===== src/rtl/cic_decimator.sv =====
// Third-order CIC decimator (M=1, R=2^DEC_LOG2) turning a 1-bit delta-sigma stream into signed PCM.
// Integrators run at the clk_en bit rate; the comb pipeline and output stage run on every clk edge.
module cic_decimator #(
  parameter int DATA_WIDTH = 16,
  parameter int DEC_LOG2   = 6
) (
  input  logic                         clk,
  input  logic                         rst,
  input  logic                         clk_en,
  input  logic                         dsm_in,
  output logic signed [DATA_WIDTH-1:0] dout,
  output logic                         dout_valid
);

  localparam int ACC_W     = 3*DEC_LOG2 + 2;
  localparam int SHIFT_RAW = ACC_W - 1 - DATA_WIDTH;
  localparam int SHIFT     = (SHIFT_RAW < 0) ? 0 : SHIFT_RAW;

  localparam logic signed [ACC_W-1:0] SAT_HI = {2'b00, {(ACC_W-2){1'b1}}};
  localparam logic signed [ACC_W-1:0] SAT_LO = {2'b11, {(ACC_W-2){1'b0}}};
  localparam logic [DEC_LOG2-1:0]     CNT_MAX = '1;

  logic [ACC_W-1:0]    i1_q, i1_d, i2_q, i2_d, i3_q, i3_d;
  logic [DEC_LOG2-1:0] cnt_q, cnt_d;
  logic [ACC_W-1:0]    dec_q, dec_d;
  logic                v0_q, v0_d;
  logic [ACC_W-1:0]    c1_q, c1_d, d1_q, d1_d;
  logic [ACC_W-1:0]    c2_q, c2_d, d2_q, d2_d;
  logic [ACC_W-1:0]    c3_q, c3_d, d3_q, d3_d;
  logic                v1_q, v1_d, v2_q, v2_d, v3_q, v3_d;
  logic signed [DATA_WIDTH-1:0] dout_q, dout_d;
  logic                dout_valid_q, dout_valid_d;

  logic [ACC_W-1:0]        x;
  logic                    capture;
  logic signed [ACC_W-1:0] c3_s, sat, shifted;

  // +1 for a one, -1 (all ones) for a zero
  assign x       = {{(ACC_W-1){~dsm_in}}, 1'b1};
  assign capture = clk_en && (cnt_q == CNT_MAX);

  always_comb begin
    i1_d  = i1_q;
    i2_d  = i2_q;
    i3_d  = i3_q;
    cnt_d = cnt_q;
    if (clk_en) begin
      i1_d  = i1_q + x;
      i2_d  = i2_q + i1_q;
      i3_d  = i3_q + i2_q;
      cnt_d = cnt_q + 1'b1;
    end
    dec_d = capture ? i3_q : dec_q;
    v0_d  = capture;
  end

  // Each comb stage and its delay register move only when a token passes.
  always_comb begin
    c1_d = c1_q;
    d1_d = d1_q;
    v1_d = 1'b0;
    c2_d = c2_q;
    d2_d = d2_q;
    v2_d = 1'b0;
    c3_d = c3_q;
    d3_d = d3_q;
    v3_d = 1'b0;
    if (v0_q) begin
      c1_d = dec_q - d1_q;
      d1_d = dec_q;
      v1_d = 1'b1;
    end
    if (v1_q) begin
      c2_d = c1_q - d2_q;
      d2_d = c1_q;
      v2_d = 1'b1;
    end
    if (v2_q) begin
      c3_d = c2_q - d3_q;
      d3_d = c2_q;
      v3_d = 1'b1;
    end
  end

  always_comb begin
    c3_s = $signed(c3_q);
    sat  = c3_s;
    if (c3_s > SAT_HI) sat = SAT_HI;
    if (c3_s < SAT_LO) sat = SAT_LO;
    shifted      = sat >>> SHIFT;
    dout_d       = dout_q;
    dout_valid_d = 1'b0;
    if (v3_q) begin
      dout_d       = DATA_WIDTH'(shifted);
      dout_valid_d = 1'b1;
    end
  end

  always_ff @(posedge clk or negedge rst) begin
    if (!rst) begin
      i1_q         <= '0;
      i2_q         <= '0;
      i3_q         <= '0;
      cnt_q        <= '0;
      dec_q        <= '0;
      v0_q         <= 1'b0;
      c1_q         <= '0;
      d1_q         <= '0;
      v1_q         <= 1'b0;
      c2_q         <= '0;
      d2_q         <= '0;
      v2_q         <= 1'b0;
      c3_q         <= '0;
      d3_q         <= '0;
      v3_q         <= 1'b0;
      dout_q       <= '0;
      dout_valid_q <= 1'b0;
    end else begin
      i1_q         <= i1_d;
      i2_q         <= i2_d;
      i3_q         <= i3_d;
      cnt_q        <= cnt_d;
      dec_q        <= dec_d;
      v0_q         <= v0_d;
      c1_q         <= c1_d;
      d1_q         <= d1_d;
      v1_q         <= v1_d;
      c2_q         <= c2_d;
      d2_q         <= d2_d;
      v2_q         <= v2_d;
      c3_q         <= c3_d;
      d3_q         <= d3_d;
      v3_q         <= v3_d;
      dout_q       <= dout_d;
      dout_valid_q <= dout_valid_d;
    end
  end

  assign dout       = dout_q;
  assign dout_valid = dout_valid_q;

endmodule


===== config.mk =====
export PLATFORM = sky130hd
export DESIGN_NAME = cic_decimator
export DESIGN_NICKNAME = d
export VERILOG_FILES = /design/src/rtl/cic_decimator.sv
export SDC_FILE = /design/constraint.sdc
export NUM_CORES = 1
export LEC_CHECK = 0
export CAP_MARGIN = 25
export CORE_ASPECT_RATIO = 1.25
export CORE_MARGIN = 3
export CORE_UTILIZATION = 30
export CTS_BUF_LIST = sky130_fd_sc_hd__clkbuf_8
export CTS_CLUSTER_SIZE = 20
export DETAILED_ROUTE_END_ITERATION = 8
export DONT_BUFFER_PORTS = 1
export PLACE_DENSITY = 0.41
export SLEW_MARGIN = 15
export SYNTH_ARGS = -nofsm -noshare
export SYNTH_HDL_FRONTEND = slang
export SYNTH_SLANG_ARGS = --single-unit

===== constraint.sdc =====
create_clock -name clk -period 2.6 [get_ports clk]
set_input_delay 0.13 -clock clk [delete_from_list [all_inputs] [get_ports clk]]
set_output_delay 0.13 -clock clk [all_outputs]
set_load 0.05 [all_outputs]

# [After elaboration in Yosys (flattened, before gate mapping)]
# Index checks and enable logic that the tools add are counted.
[totals] reg_bits=227 in_bits=4 output_inout_bits=17 word_cells=35
[op_classes] addsub=7 n_lt_le_gt_ge=2 n_eq_ne=1 mux=6 bitwise_logic=1 reduce_logical=1
[op_table] cell="$add A20 B20 Y20" n=3
[op_table] cell="$sub A20 B20 Y20" n=3
[op_table] cell="$mux W19" n=2
[op_table] cell="$gt A20 B19 Y1 const B" n=1
[op_table] cell="$lt A20 B19 Y1 const B" n=1
[op_table] cell="$add A6 B1 Y6 const B" n=1
[op_table] cell="$eq A6 B6 Y1 const B" n=1
[op_table] cell="$mux W1" n=4
[op_table] cell="$logic_and A1 B1 Y1" n=1
[op_table] cell="$not A1 Y1" n=1

# [Logic depth before layout (Yosys ltp)]
[depth] word_depth=3 ltp_mapped=10 ltp_nobuf=10

# [Worst setup path before layout]
# Ideal clock, no wire load.
[synth_path] path_kind="reg-to-reg" startpoint="register d2_q[1]" endpoint="register c2_q[15]" arrival_ns=2.428 setup_slack_ns=0.047 stages_incl_launch_ff=10 n_path_buf=0 period_less_slack_ns=2.553 path_cell_list="dfrtp_1 -> inv_1 -> ha_1 -> nor2b_4 -> o31a_1 -> o41a_1 -> a2111o_1 -> a311oi_2 -> xnor2_1 -> mux2_4"
[synth_between] elab_chain_cells=1
[synth_lines] element="start: declaration" line_no="28" source="logic [ACC_W-1:0] c2_q, c2_d, d2_q, d2_d;"
[synth_lines] element="start signal: assignment" line_no="111" source="d2_q <= '0;"
[synth_lines] element="start signal: assignment" line_no="129" source="d2_q <= d2_d;"
[synth_lines] element="$sub A20 B20 Y20" line_no="74" source="c2_d = c1_q - d2_q;"
[synth_lines] element="end signal: assignment" line_no="110" source="c2_q <= '0;"
[synth_lines] element="end signal: assignment" line_no="128" source="c2_q <= c2_d;"
[synth_lines] element="end: declaration" line_no="28"
# No other way between the ends.
# A chain may end at the register's enable or synchronous reset.

# [Worst setup path in the final report]
[layout_path] startpoint="register c1_q[1]" endpoint="register c2_q[15]"
[layout_between] elab_chain_cells=1
[layout_lines] element="start: declaration" line_no="27" source="logic [ACC_W-1:0] c1_q, c1_d, d1_q, d1_d;"
[layout_lines] element="start signal: assignment" line_no="107" source="c1_q <= '0;"
[layout_lines] element="start signal: assignment" line_no="125" source="c1_q <= c1_d;"
[layout_lines] element="$sub A20 B20 Y20" line_no="74"
# No other way between the ends.

==> metrics.md <==
| Metric | Value |
|---|---|
| Clk Latency, worst-skew pair | 0.59 ns |
| Reg2reg path depth | 8 |
| # port buffers | 0 |
| Final worst slack | -0.06118 ns |
| Synth top area share | about two fifths |
| Layout cell share with drive strength beyond 1 | between 20% and 30% |
| Internal | 0.01121 W |
| Worst path top cell family by delay | compound AO/OA/AOI/OAI gates |
| Comb pwr share | a little under three fifths |
| GPL Wtd Cong | 0.8083 |
| Register bit total from synthesis | ~220 |
| Final setup fails | 4 |
| Ports | 21 |
| Post-synthesis sequential area ratio | between 30% and 40% |
| Met3 wire length | 971 µm |
| Most common cell after layout, fill and taps aside | dfrtp_1 |
| Worst path required time | slightly above 3 ns |
| Clock Pin Slew Worst Setup and Hold Paths | about 0.06 ns |
| Setup TNS | -0.1554 ns |
| Clock tree root buffer cell | clkbuf_8 |
| Synth top area cells | dfrtp_1 (40%), ha_1 (10%), mux2_2 (8.1%) |
| Fin nets | around 1700 |
| Chip Width | between 150 and 200 µm |
| Sequential power share | 26.3% |
| Worst path buffer plus inverter count | 0 |
| Top routing layer in use | met4 |
| Vias in the first global route | around 11000 |
| Pin count of the biggest net entering global routing | 225 |
| Violated checks | negative hold slack, negative setup slack |
| Worst path arrival time | about 3.1 ns |
| Hold Crit Class | primary input to async pin |
| CTS sink cnt | about 220 |
| Synth warn | 0 |
| CP max stage cell | a2111o_1 |
| FF-to-FF Start | c1_q[1]$_DFFE_PN0P_ |
| Worst hold slack | -0.7451 ns |
| Site Rows | 88 |
| Syn-to-layout area delta | 17.79% |
| Cts hold-fix bufs | 3 |
| Clk buf depth | 3 |
| H-tree Lvls | 2 |
| Unrepaired setup endpoints after global routing | true |
| # placed instances | between 2000 and 2500 |
| Worst R2R End | c2_q[15]$_DFFE_PN0P_ |
| Met1 WL | ~13000 µm |
| Clock Power Share | a little under a fifth |
| Pre-Repair DR Iteration Count | 5 |
| Post-synth EDFFs | 0 |
| Crit path kind | flop to flop |
| Drt via density | roughly 4.9 |
| Final wirelength | roughly 33000 µm |
| Slowest cell delay on critical path | between 0.4 and 0.5 ns |
| Cell area after layout | 16570 µm² |
| Metal2 WL | 17000 µm |
| Max Fclk | about 380 MHz |
| Die height | 248.1 µm |
| Overall routing resource usage | about 13% |
| Leak pwr | 7.719 nW |
| # Max-Cap Violations | 0 |
| DR iter-0 viols | roughly 370 |
| Power Total | ~0.018 W |
| Most frequent cells in the layout | dfrtp_1 (219), nand2_1 (146), ha_1 (112) |
| Tcrit/Tclk final | 102.4% |
| Synth area leader | dfrtp_1 |
| Die Area | around 50000 µm² |
| Sw frac | slightly below 40% |
| Synthesized Nets | around 1600 |
| Core area | ~46000 µm² |
| Initial Util | 30.41% |
| CTS tree | yes |
| CTS Buf Count | 42 |
| Peak VDD IR | 0.5330 mV |
| Main synth FF type | dfrtp_1 |
| Post-route ant nets | 0 |
| Fin crit period | between 2 and 3 ns |
| Crit-path cells | ha_1, nor2b_4, o31a_1, o41a_1, a2111o_1, a311oi_2, xnor2_1, mux2_4 |
| Crit Path Max Fanout | 2 |
| Slew @ Worst Pin | between 0.9 and 1 ns |
| Initial antenna violation count | 1 |
| Gr ovfl total | 0 |
| Routed wire per std cell | roughly 15 µm |
| FF-to-FF setup slack | -0.06 ns |
| Clk_skew | just under 0.03 ns |
| Unique masters post-synth | slightly below 70 |
| Worst rel slew slack | 39.55% |
| Post-route DRC | 0 |
| Final Max Slew Viols | 0 |
| Final Hold Fails | about 220 |
| Fin cells | about 2200 |
| Post-Syn Area per Cell | between 9 and 10 µm² |
| Share of synthesized registers carrying an async set or reset | between 90% and 100% |
| DP HPWL | roughly 23000 µm |
| Status | finished, violations left |
| Crit. End Element | flop |
| First-pass GRT wire length | between 50000 and 60000 µm |
| Post-Synthesis Cell Area | approximately 14000 µm² |
| Switching pwr | between 0.007 and 0.008 W |
| Power Dens Cells | about 1100 nW/µm² |
| DR vias | roughly 11000 |
| Worst setup SP type | flop |
| Post-Syn Instances | around 1500 |
| DP Area | about 15000 µm² |
==> synth_stat cells (5+ instances only) <==
master and n:
inv_1 86, nor3_1 21, mux2i_1 6, a311oi_1 7
ha_1 114, and3_1 24, o21a_1 27, a211oi_1 18
o2111ai_1 9, a21oi_1 108, clkbuf_1 46, and2_1 9
or3_1 6, nor2_1 81, nand4_1 12, o211ai_1 7
nand3b_1 7, o21ai_0 111, mux2_2 101, nand2_1 146
xnor2_1 53, or4_1 5, a21o_1 43, dfrtp_1 224
or2_2 5, nor2b_1 19, nand2b_1 7, xor2_1 24
a21boi_0 5, o31ai_1 16, nand3_1 26, fa_1 6
o21bai_1 11, a31oi_1 19
==> stage by stage <==
stage          setup WS, ns  util, %
3_5_place_dp        -0.1281    33.22
2_1_floorplan       0.04712        -
3_3_place_gp        -0.1114    33.22
4_1_cts             -0.1195    35.45
6_report           -0.06118    35.83
5_1_grt             -0.1821    35.83
==> repair_timing <==
action / in CTS / in global routing
buffers inserted: 4 / 4
endpoints found under the setup margin: 28 / 32
gates resized for setup: 29 / 32
pin swaps: 18 / 16
hold endpoints to repair: 286 / 224
==> logic make-up (layout without fill, tap and decap cells) <==
group	Yosys count	in the layout	share of synthesized area [%]
buf+inv	136	268	3.665
simple gates	380	380	12.75
flops	224	224	39.85
other cells	0	1	0
xor+xnor	77	77	4.795
mux	108	108	8.620
compound gates	425	425	19.32
fa+ha+maj	120	120	11.00
==> power by group through the flow <==
stage                     sequential, W  clock, W  combinational (W)
final                           0.00484   0.00332             0.0102
after global placement          0.00489         0            0.00953
after global routing            0.00497   0.00369             0.0114
after detailed placement        0.00490         0            0.00960
after floorplan                 0.00468         0            0.00703
after CTS                       0.00485   0.00354             0.0100
==> worst reg2reg max path, cell delays in order (launching register included) <==
cell	delay (ns)
dfrtp_1	0.38
ha_1	0.29
nor2b_4	0.13
o31a_1	0.30
o41a_1	0.36
a2111o_1	0.45
a311oi_2	0.28
xnor2_1	0.10
mux2_4	0.26
==> final cells by class <==
cell class / instances / area, µm²
Tap cell: 585 / 732.0
Timing Repair Buffer: 109 / 863.3
Sequential cell: 224 / 5612
Inverter: 87 / 326.6
Multi-Input combinational cell: 1110 / 8219
Fill cell: 4751 / 29680
Antenna cell: 1 / 2.502
Clock inverter: 19 / 82.58
Clock buffer: 53 / 729.5
==> metal layers <==
metal,track usage (%),up-vias
met3,2.814,63
met2,25.28,124
met5,0,-
li1,-,5532
met1,14.68,5111
met4,5.216,0
==> worst max path at each step <==
stage	startpoint	to	slack (ns)	cells past startpoint
5_1_grt	c1_q[1]$_DFFE_PN0P_	c2_q[15]$_DFFE_PN0P_	-0.18	8
3_3_place_gp	i2_q[0]$_DFFE_PN0P_	i2_q[16]$_DFFE_PN0P_	-0.11	10
2_1_floorplan	d2_q[1]$_DFFE_PN0P_	c2_q[15]$_DFFE_PN0P_	0.05	9
4_1_cts	c1_q[1]$_DFFE_PN0P_	c2_q[15]$_DFFE_PN0P_	-0.12	8
6_report	c1_q[1]$_DFFE_PN0P_	c2_q[15]$_DFFE_PN0P_	-0.06	8
3_5_place_dp	i2_q[0]$_DFFE_PN0P_	i2_q[10]$_DFFE_PN0P_	-0.13	9
No activity file was read; power rests on OpenSTA's default activity.
